`src/rtl/mbox_cyc_resp.sv`:
```
// mbox_cyc_resp: memory-side responder for EBOX memory cycle requests.
// Accepts read, write, read-pause-write and read-then-write cycles from MCL,
// runs them against a single-port backing-store request/ack handshake and
// returns read data, completion strobes, busy and error strobes to the EBOX.
module mbox_cyc_resp #(
    parameter int ADR_WIDTH   = 23,
    parameter int DATA_WIDTH  = 36,
    parameter int MEM_WORDS   = 262144,
    parameter int MEM_TIMEOUT = 63
) (
    input  logic                  clk_mbox_h,
    input  logic                  mr_reset_l,
    input  logic                  mcl_mbox_cyc_req_h,
    input  logic                  mcl2_vma_read_l,
    input  logic                  mcl2_vma_write_l,
    input  logic                  mcl2_vma_pause_l,
    input  logic [ADR_WIDTH-1:0]  vma_h,
    input  logic [DATA_WIDTH-1:0] ar_h,
    output logic                  mbox_busy_h,
    output logic [DATA_WIDTH-1:0] mbox_mb_h,
    output logic                  mbox_mb_xfer_h,
    output logic                  mbox_wr_done_h,
    output logic                  mbox_adr_err_h,
    output logic                  mbox_nxm_h,
    output logic                  mbox_pause_hold_h,
    output logic                  mem_req_h,
    output logic                  mem_we_h,
    output logic [ADR_WIDTH-1:0]  mem_adr_h,
    output logic [DATA_WIDTH-1:0] mem_wdata_h,
    input  logic                  mem_ack_h,
    input  logic [DATA_WIDTH-1:0] mem_rdata_h
);

    typedef enum logic [2:0] {
        S_IDLE,
        S_CHK,
        S_RD,
        S_RD_DONE,
        S_HOLD,
        S_WR,
        S_WR_DONE
    } state_t;

    // Highest legal word address is MEM_WORDS-1; one extra bit keeps the
    // comparison exact even when MEM_WORDS equals 2**ADR_WIDTH.
    localparam logic [ADR_WIDTH:0] ADR_LIMIT    = (ADR_WIDTH+1)'(MEM_WORDS);
    // The counter holds the number of unacknowledged cycles already spent, so
    // the final allowed cycle is the one where it equals MEM_TIMEOUT-1.
    localparam logic [7:0]         TIMEOUT_LAST = 8'(MEM_TIMEOUT - 1);

    state_t                state, next_state;
    logic                  rd_q, wr_q, pause_q;
    logic [ADR_WIDTH-1:0]  adr_q;
    logic [DATA_WIDTH-1:0] data_q;
    logic [DATA_WIDTH-1:0] mb_q;
    logic [7:0]            cnt_q;
    logic                  hold_q;
    logic                  adr_err_q;
    logic                  nxm_q;

    logic rd_req, wr_req, pause_req;
    logic accept_new, accept_wr;
    logic set_adr_err, set_nxm;
    logic in_mem_cycle, timeout_hit, adr_bad;

    assign rd_req       = mcl_mbox_cyc_req_h && !mcl2_vma_read_l;
    assign wr_req       = mcl_mbox_cyc_req_h && !mcl2_vma_write_l;
    assign pause_req    = !mcl2_vma_pause_l;
    assign in_mem_cycle = (state == S_RD) || (state == S_WR);
    assign timeout_hit  = (cnt_q == TIMEOUT_LAST);
    assign adr_bad      = ({1'b0, adr_q} >= ADR_LIMIT);

    // State register.
    always_ff @(posedge clk_mbox_h) begin
        // NOTE: sequential state uses non-blocking assignment so every register
        // updates from pre-edge values, independent of statement order.
        if (!mr_reset_l) state <= S_IDLE;
        else             state <= next_state;
    end

    // Next-state decode and per-cycle control strobes.
    always_comb begin
        // NOTE: every signal gets a default first, so no path leaves one
        // unassigned and no latch is inferred.
        next_state  = state;
        accept_new  = 1'b0;
        accept_wr   = 1'b0;
        set_adr_err = 1'b0;
        set_nxm     = 1'b0;
        case (state)
            S_IDLE: begin
                if (rd_req || wr_req) begin
                    accept_new = 1'b1;
                    next_state = S_CHK;
                end
            end
            S_HOLD: begin
                // A read cancels the hold and restarts as a fresh cycle; a write
                // reuses the held address.
                if (rd_req) begin
                    accept_new = 1'b1;
                    next_state = S_CHK;
                end else if (wr_req) begin
                    accept_wr  = 1'b1;
                    next_state = S_WR;
                end
            end
            S_CHK: begin
                if (adr_bad) begin
                    set_adr_err = 1'b1;
                    next_state  = S_IDLE;
                end else begin
                    next_state = rd_q ? S_RD : S_WR;
                end
            end
            S_RD, S_WR: begin
                if (mem_ack_h) begin
                    next_state = (state == S_RD) ? S_RD_DONE : S_WR_DONE;
                end else if (timeout_hit) begin
                    set_nxm    = 1'b1;
                    next_state = S_IDLE;
                end
            end
            S_RD_DONE: begin
                if (pause_q)   next_state = S_HOLD;
                else if (wr_q) next_state = S_WR;
                else           next_state = S_IDLE;
            end
            S_WR_DONE: next_state = S_IDLE;
            default:   next_state = S_IDLE;
        endcase
    end

    // Cycle latches, read data register, timeout counter, hold flag and
    // the registered error strobes.
    always_ff @(posedge clk_mbox_h) begin
        if (!mr_reset_l) begin
            rd_q      <= 1'b0;
            wr_q      <= 1'b0;
            pause_q   <= 1'b0;
            adr_q     <= '0;
            data_q    <= '0;
            mb_q      <= '0;
            cnt_q     <= '0;
            hold_q    <= 1'b0;
            adr_err_q <= 1'b0;
            nxm_q     <= 1'b0;
        end else begin
            if (accept_new) begin
                rd_q    <= rd_req;
                wr_q    <= wr_req;
                pause_q <= pause_req;
                adr_q   <= vma_h;
                data_q  <= ar_h;
            end else if (accept_wr) begin
                rd_q    <= 1'b0;
                wr_q    <= 1'b1;
                pause_q <= 1'b0;
                data_q  <= ar_h;
            end

            if (state == S_RD && mem_ack_h) mb_q <= mem_rdata_h;

            // Counts unacknowledged request cycles; any other cycle clears it,
            // so every RD/WR entry starts from zero.
            if (in_mem_cycle && !mem_ack_h) cnt_q <= cnt_q + 8'd1;
            else                            cnt_q <= '0;

            if (accept_new || set_nxm || state == S_WR_DONE) hold_q <= 1'b0;
            else if (state == S_RD_DONE && pause_q)           hold_q <= 1'b1;

            adr_err_q <= set_adr_err;
            nxm_q     <= set_nxm;
        end
    end

    assign mbox_busy_h       = (state != S_IDLE) && (state != S_HOLD);
    assign mbox_mb_h         = mb_q;
    assign mbox_mb_xfer_h    = (state == S_RD_DONE);
    assign mbox_wr_done_h    = (state == S_WR_DONE);
    assign mbox_adr_err_h    = adr_err_q;
    assign mbox_nxm_h        = nxm_q;
    assign mbox_pause_hold_h = hold_q;
    assign mem_req_h         = in_mem_cycle;
    assign mem_we_h          = (state == S_WR);
    assign mem_adr_h         = adr_q;
    assign mem_wdata_h       = data_q;

endmodule

```
`config.mk`:
```
export PLATFORM = sky130hd
export DESIGN_NAME = mbox_cyc_resp
export DESIGN_NICKNAME = d
export VERILOG_FILES = /design/src/rtl/mbox_cyc_resp.sv
export SDC_FILE = /design/constraint.sdc
export NUM_CORES = 1
export LEC_CHECK = 0
export BUFFER_PORTS_ARGS = -buffer_cell sky130_fd_sc_hd__buf_2
export CAP_MARGIN = 20
export CORE_MARGIN = 2
export CORE_UTILIZATION = 42
export CTS_CLUSTER_DIAMETER = 40
export DETAILED_ROUTE_END_ITERATION = 10
export MAX_ROUTING_LAYER = met4
export PLACE_DENSITY = 0.76
export SYNTH_ARGS = -nofsm -noshare
export SYNTH_HDL_FRONTEND = slang
export SYNTH_SLANG_ARGS = --single-unit
```
`constraint.sdc`:
```
create_clock -name clk_mbox_h -period 1.3 [get_ports clk_mbox_h]
set_clock_uncertainty 0.15 [all_clocks]
set_input_delay 0.325 -clock clk_mbox_h [delete_from_list [all_inputs] [get_ports clk_mbox_h]]
set_output_delay 0.325 -clock clk_mbox_h [all_outputs]
set_load 0.02 [all_outputs]
```
# ---- Yosys cells after proc, flatten, opt, wreduce, memory -nomap -nowiden
# Cells that the tools add are included.
dict set report totals {
  inputBits 102
  latchBits 0
  out_inout_bits 103
  mem_bits_rw 0
  mem_bits_ro 0
  mem_count 0
  regBits 112
}
dict set report op_classes {
  n_reduce_logical 22
  magnitude_cmp 1
  bitwise_logic 1
  multipliers 0
  n_shift 0
  muxes 28
  n_div 0
  addsub 1
  eq_ne 11
}
# operator n
set ops {}
lappend ops {{$mux W36} 2}
lappend ops {{$mux W3} 10}
lappend ops {{$ge A23 B19 Y1 const B} 1}
lappend ops {{$pmux W3 S5} 1}
lappend ops {{$mux W1} 14}
lappend ops {{$eq A3 B3 Y1 const B} 3}
lappend ops {{$ne A3 B3 Y1 const B} 3}
lappend ops {{$add A8 B1 Y8 const B} 1}
lappend ops {{$eq A8 B6 Y1 const B} 1}
lappend ops {{$eq A3 B2 Y1 const B} 2}
lappend ops {{$logic_and A1 B1 Y1} 6}
lappend ops {{$logic_not A1 Y1} 4}
lappend ops {{$logic_or A1 B1 Y1} 4}
lappend ops {{$reduce_and A2 Y1} 2}
lappend ops {{$reduce_or A2 Y1} 2}
lappend ops {{$eq A3 B1 Y1 const B} 1}
lappend ops {{$logic_not A3 Y1} 1}
lappend ops {{$reduce_and A3 Y1} 1}
lappend ops {{$reduce_bool A3 Y1} 1}
lappend ops {{$ne A2 B2 Y1 const B} 1}
lappend ops {{$pmux W1 S2} 1}
lappend ops {{$reduce_bool A2 Y1} 1}
lappend ops {{$not A1 Y1} 1}

# ---- Longest topological paths before layout
dict set report logic_depth {
  depth_word 8
  depth_mapped 7
  depth_no_buf 5
}

# ---- Worst setup path before layout
# Ideal clock, no wire load.
dict set report synth_path {
  path_kind {register -> output}
  startpoint {register state[1]}
  endpoint {output port mem_req_h}
  arrival_time_ps 1092
  required_time_ps 825
  path_buffers 1
  stages_incl_launch_ff 4
  path_slack_ps -267
  path_cell_list {dfxtp_1 > buf_6 > and3b_1 > or2_2}
}
dict set report synth_between {
  elab_chain_len 2
  elab_cells_between_ends 3
  classes_between {2 x eq/ne; 1 x reduce/logical}
}
# item line_no
set synth_lines {}
lappend synth_lines {{from (decl)} 51} ;# state_t state, next_state;
lappend synth_lines {{from (signal assigned)} 78} ;# else state <= next_state;
lappend synth_lines {{$eq A3 B3 Y1} --}
lappend synth_lines {{via mem_we_h} 27} ;# output logic mem_we_h,
lappend synth_lines {{$logic_or A1 B1 Y1} 69} ;# assign in_mem_cycle = (state == S_RD) || (state == S_WR);
lappend synth_lines {{to (decl)} 26} ;# output logic mem_req_h,
# The timed path passes the listed nets, and every way through them passes these cells.

# ---- Worst setup path in the final report
dict set report layout_path {
  startpoint {register state[2]}
  endpoint {output port mem_req_h}
}
dict set report layout_between {
  elab_chain_len 2
  elab_cells_between_ends 3
  classes_between {2 x eq/ne; 1 x reduce/logical}
}
# item line_no
set layout_lines {}
lappend layout_lines {{$eq A3 B2 Y1 or $eq A3 B3 Y1 (tied branches)} 69}
lappend layout_lines {{$logic_or A1 B1 Y1 *} 69}
# Mark *: on every way between the ends. The rest lies on a longest branch, timed or not.

==> results by stage <==
Run status:
- The flow ran to the end, but the final reports show violations.
- The checks that failed: setup timing.

STA:
- Headroom to the max-slew limit came out at 78.6%.
- The routed design could run at a clock period as short as 1.82 ns.
- The number of pins with negative max-slew slack in the final report is 0.
- Dividing the final minimum period by the clock period gives 140%.
- The aggregate negative setup slack is -39.07 ns.
- Static timing analysis puts the maximum clock frequency at 550 MHz.
- The minimum setup slack in the final design is -0.518 ns.
- The total setup violations reported at the end of the flow is 212.
- The total count of hold-check failures in the final report came to 0.
- Setup repair after global routing could not meet its margin everywhere.
- The slew of the pin with the lowest slew margin is 0.318 ns.

Logic synthesis:
- After Yosys synthesis, and, or, nand and nor cells account for 23.7% of the synthesized area.
- The synthesized design contains 0 enable-type register cells.
- The area fraction in compound gates after synthesis is 19.4%.
- Synthesis produced a netlist with a net count of 618.
- The top cell type's share of synthesized area is 50.1%.
- The dominant combinational cell family by area after synthesis is simple AND/OR/NAND/NOR gates.
- For this run, the leading register cell type out of synthesis is dfxtp_1.
- By area the synthesized netlist is led by dfxtp_1 (50%), nand2_1 (17%), a21boi_1 (12%).
- Yosys printed 0 warnings.
- The synthesized instance count is 514.
- The summed instance area of the synthesized netlist is 4480 µm².
- For this run, the register share of the synthesized area comes to 50.1%.
- The xor-xnor portion of the synthesized cell area is 1.17%.
- The library cell occupying the most area in the post-synthesis netlist is dfxtp_1.
- A synthesized cell averages 8.71 µm².
- The number of synthesized register bits is 112.
- Counting flops with an async set or reset pin after synthesis yields a share of 0%.
- The adder-cell area share of the yosys netlist is 0.559%.
- The count of distinct cell types in the synthesized netlist is 48.
- The proportion of synthesized area in mux cells is 0%.

Route:
- Before antenna repair, the detailed router went through 4 iterations.
- Summed over all layers, the routed wires come to 17300 µm.
- The via count of the routed design is 5016.
- For this run, design rule violations remaining after detail routing come to 0.
- Using the TritonRoute via totals, the vias-per-cell ratio works out to 5.13.
- In this run, the number of DRC markers left after iteration 0 of detailed routing was 337.
- Dividing the detail-routed wire length by the instance count gives 17.7 µm.
- The remaining antenna violation count after routing is 0.

Clock network:
- The cell sitting at the root of the clock tree is a clkbuf_8.
- Clock-pin slew was measured on the worst setup and hold paths at 0.12 ns.
- The number of levels in the clock H-tree is 3.
- Clock tree synthesis inserted a total of 9 buffers.
- For the worst-skew pair, the clock arrives at the later sink with an insertion delay of 0.38 ns.
- The clock passes through at most 2 buffers.
- The number of sinks driven by the clock tree is 112.
- The TritonCTS clock tree is yes.

Finish:
- After the last flow step, the layout net total stands at 938.
- The filler cells instantiated in the layout total 523.
- The area growth from synthesis to final layout is 88.6%.
- The library cell used most frequently in the layout, excluding fill and tap cells, is nand2_1.
- The footprint of the flip-flops and latches is 2390 µm².
- The multi-input logic area is 2470 µm².
- Of the cells placed in the final design, the portion with a size suffix greater than 1 is 66.4%.
- The library cells used most frequently in the layout, excluding fill and tap cells, are nand2_1 (152), buf_6 (116), buf_2 (101).

Power and ir drop:
- The worst voltage drop across the vdd grid is 828 µV.
- The cell area power density is 1290 nW/µm².
- The leakage power summed over all cells is 3.73 nW.
- The design draws 0.0109 W.

Run:
- The tool flagged a number of max-cap violations equal to 0.

Critical path:
- The critical path goes through and3b_2 -> or2_4 -> buf_6.
- The worst setup path is launched from a flop.
- Together, buffers and inverters on the worst path number 1.
- The highest cell delay on the worst timing path is 0.38 ns.
- Along the worst path, the maximum fanout reaches 4.
- STA classifies the critical path endpoint as an output pin.
- The critical path in this run is classified as reg2out.
- The family with the most delay on the worst path is simple AND/OR/NAND/NOR gates.
- The data required time of the worst path is 0.82 ns.
- The worst endpoint data arrival time is 1.34 ns.
- The largest individual stage delay along the critical path comes from the cell dfxtp_4.

Floorplan:
- The die footprint is 11500 µm².
- The initial cell density of the core is 43.4%.
- Row generation in the floorplan step produced 37 rows.
- The core region is 10300 µm².
- The die is 107 µm tall.
- In this run the count of I/O pins placed on the die edge is 205.
- The die outline width is 107 µm.

Global routing:
- In the global route stage, overall resource usage came out at 25.9%.
- The first-pass GRT wire length is 22900 µm.
- The via count of the first global-routing pass was 4862.
- The remaining global-route overflow is 0.
- The largest net degree at the start of global routing is 58.
- The number of antenna violations at the first check in global routing is 2.

Worst hold path:
- In this run the worst hold path is classified as in2reg.

Placed design:
- The wire-length estimate of the detail-placed layout is 8500 µm.
- Routability-driven placement finished with a final weighted congestion of 0.910.
- The number of buffers added on ports is 204.
per-layer routing:
layer	share of wire (%)	wire, µm	GRT usage (%)
met5	0	0	-
met4	3.8	660	11.5
met3	6.6	1140	5.51
met2	52	9010	46.1
met1	37	6480	27.7
flip-flops by register name (all words and copies together), names as in the netlist:
name / count
pause_q: 1
rd_q: 1
state: 3
cnt_q: 8
mbox_adr_err_h: 1
mem_adr_h: 23
mem_wdata_h: 36
wr_q: 1
mbox_nxm_h: 1
mbox_mb_h: 36
mbox_pause_hold_h: 1
report_power, final:
part	switching, W	total (W)	internal (W)
registers	0.000265	0.00407	0.00380
clock network	0.00125	0.00260	0.00134
logic	0.00195	0.00427	0.00232
total	0.00346	0.0109	0.00747
synth_stat cells, drive strengths merged, types with 2 or more instances:
master	instances
nand2	197
dfxtp	112
a21boi	98
buf	22
nor2	15
clkbuf	11
nand3	6
xor2	5
and3	4
nand3b	4
inv	3
a21oi	2
and2	2
and3b	2
ha	2
nand4b	2
nor3	2
o211ai	2
o21ai	2
or2b	2
worst paths after layout:
check	start	endpoint	cells past startpoint	slack, ns
setup / recovery	state[2]	mem_req_h	3	-0.52
hold / removal	mem_rdata_h[23]	mbox_mb_h[23]	3	0.01
setup reg to reg	state[1]	mem_wdata_h[21]	8	-0.43
hold reg to reg	mem_adr_h[15]	mem_adr_h[15]	2	0.31
per-stage QoR:
| stage | cell area, µm² | hold slack, ns | utilization [%] | std cells | setup slack [ns] |
|---|---|---|---|---|---|
| detailed placement | 5860 | 0.293 | 56.8 | 856 | -0.313 |
| global placement | 5860 | 0.287 | 56.8 | 856 | -0.249 |
| CTS | 7770 | 0.0000235 | 75.3 | 932 | -0.522 |
| floorplan | 4530 | 0.303 | - | 514 | -0.181 |
| global route | 8450 | 0.00493 | 81.8 | 977 | -0.559 |
| finish | 8450 | 0.0108 | 81.8 | 977 | -0.518 |
cells by family after synthesis:
logic type / after synthesis
xor+xnor: 6
simple gates: 244
fa+ha+maj: 2
buf+inv: 36
compound gates: 114
flops: 112
tightest hold or removal path: stages:
cell and delay [ns]:
buf_2 0.10, nand2_1 0.04, a21boi_1 0.05
area by class of cell:
cell class                 count  share of cell area (%)
antenna                        2                  0.0592
clock buffer                  10                    1.63
clock inverter                 6                    1.36
inverter                       3                   0.133
multi-input combinational    367                    29.2
sequential                   112                    28.3
tap                          136                    2.01
timing repair buffer         341                    37.3
what timing repair did:
action,in CTS,in global routing
resized for setup,393,92
hold buffers,1,0
buffers inserted,48,43
setup endpoints to repair,213,215
gates cloned,11,5
pin swaps,70,31
hold endpoints to repair,1,0
Note: power is estimated with default switching activity, not from simulation.
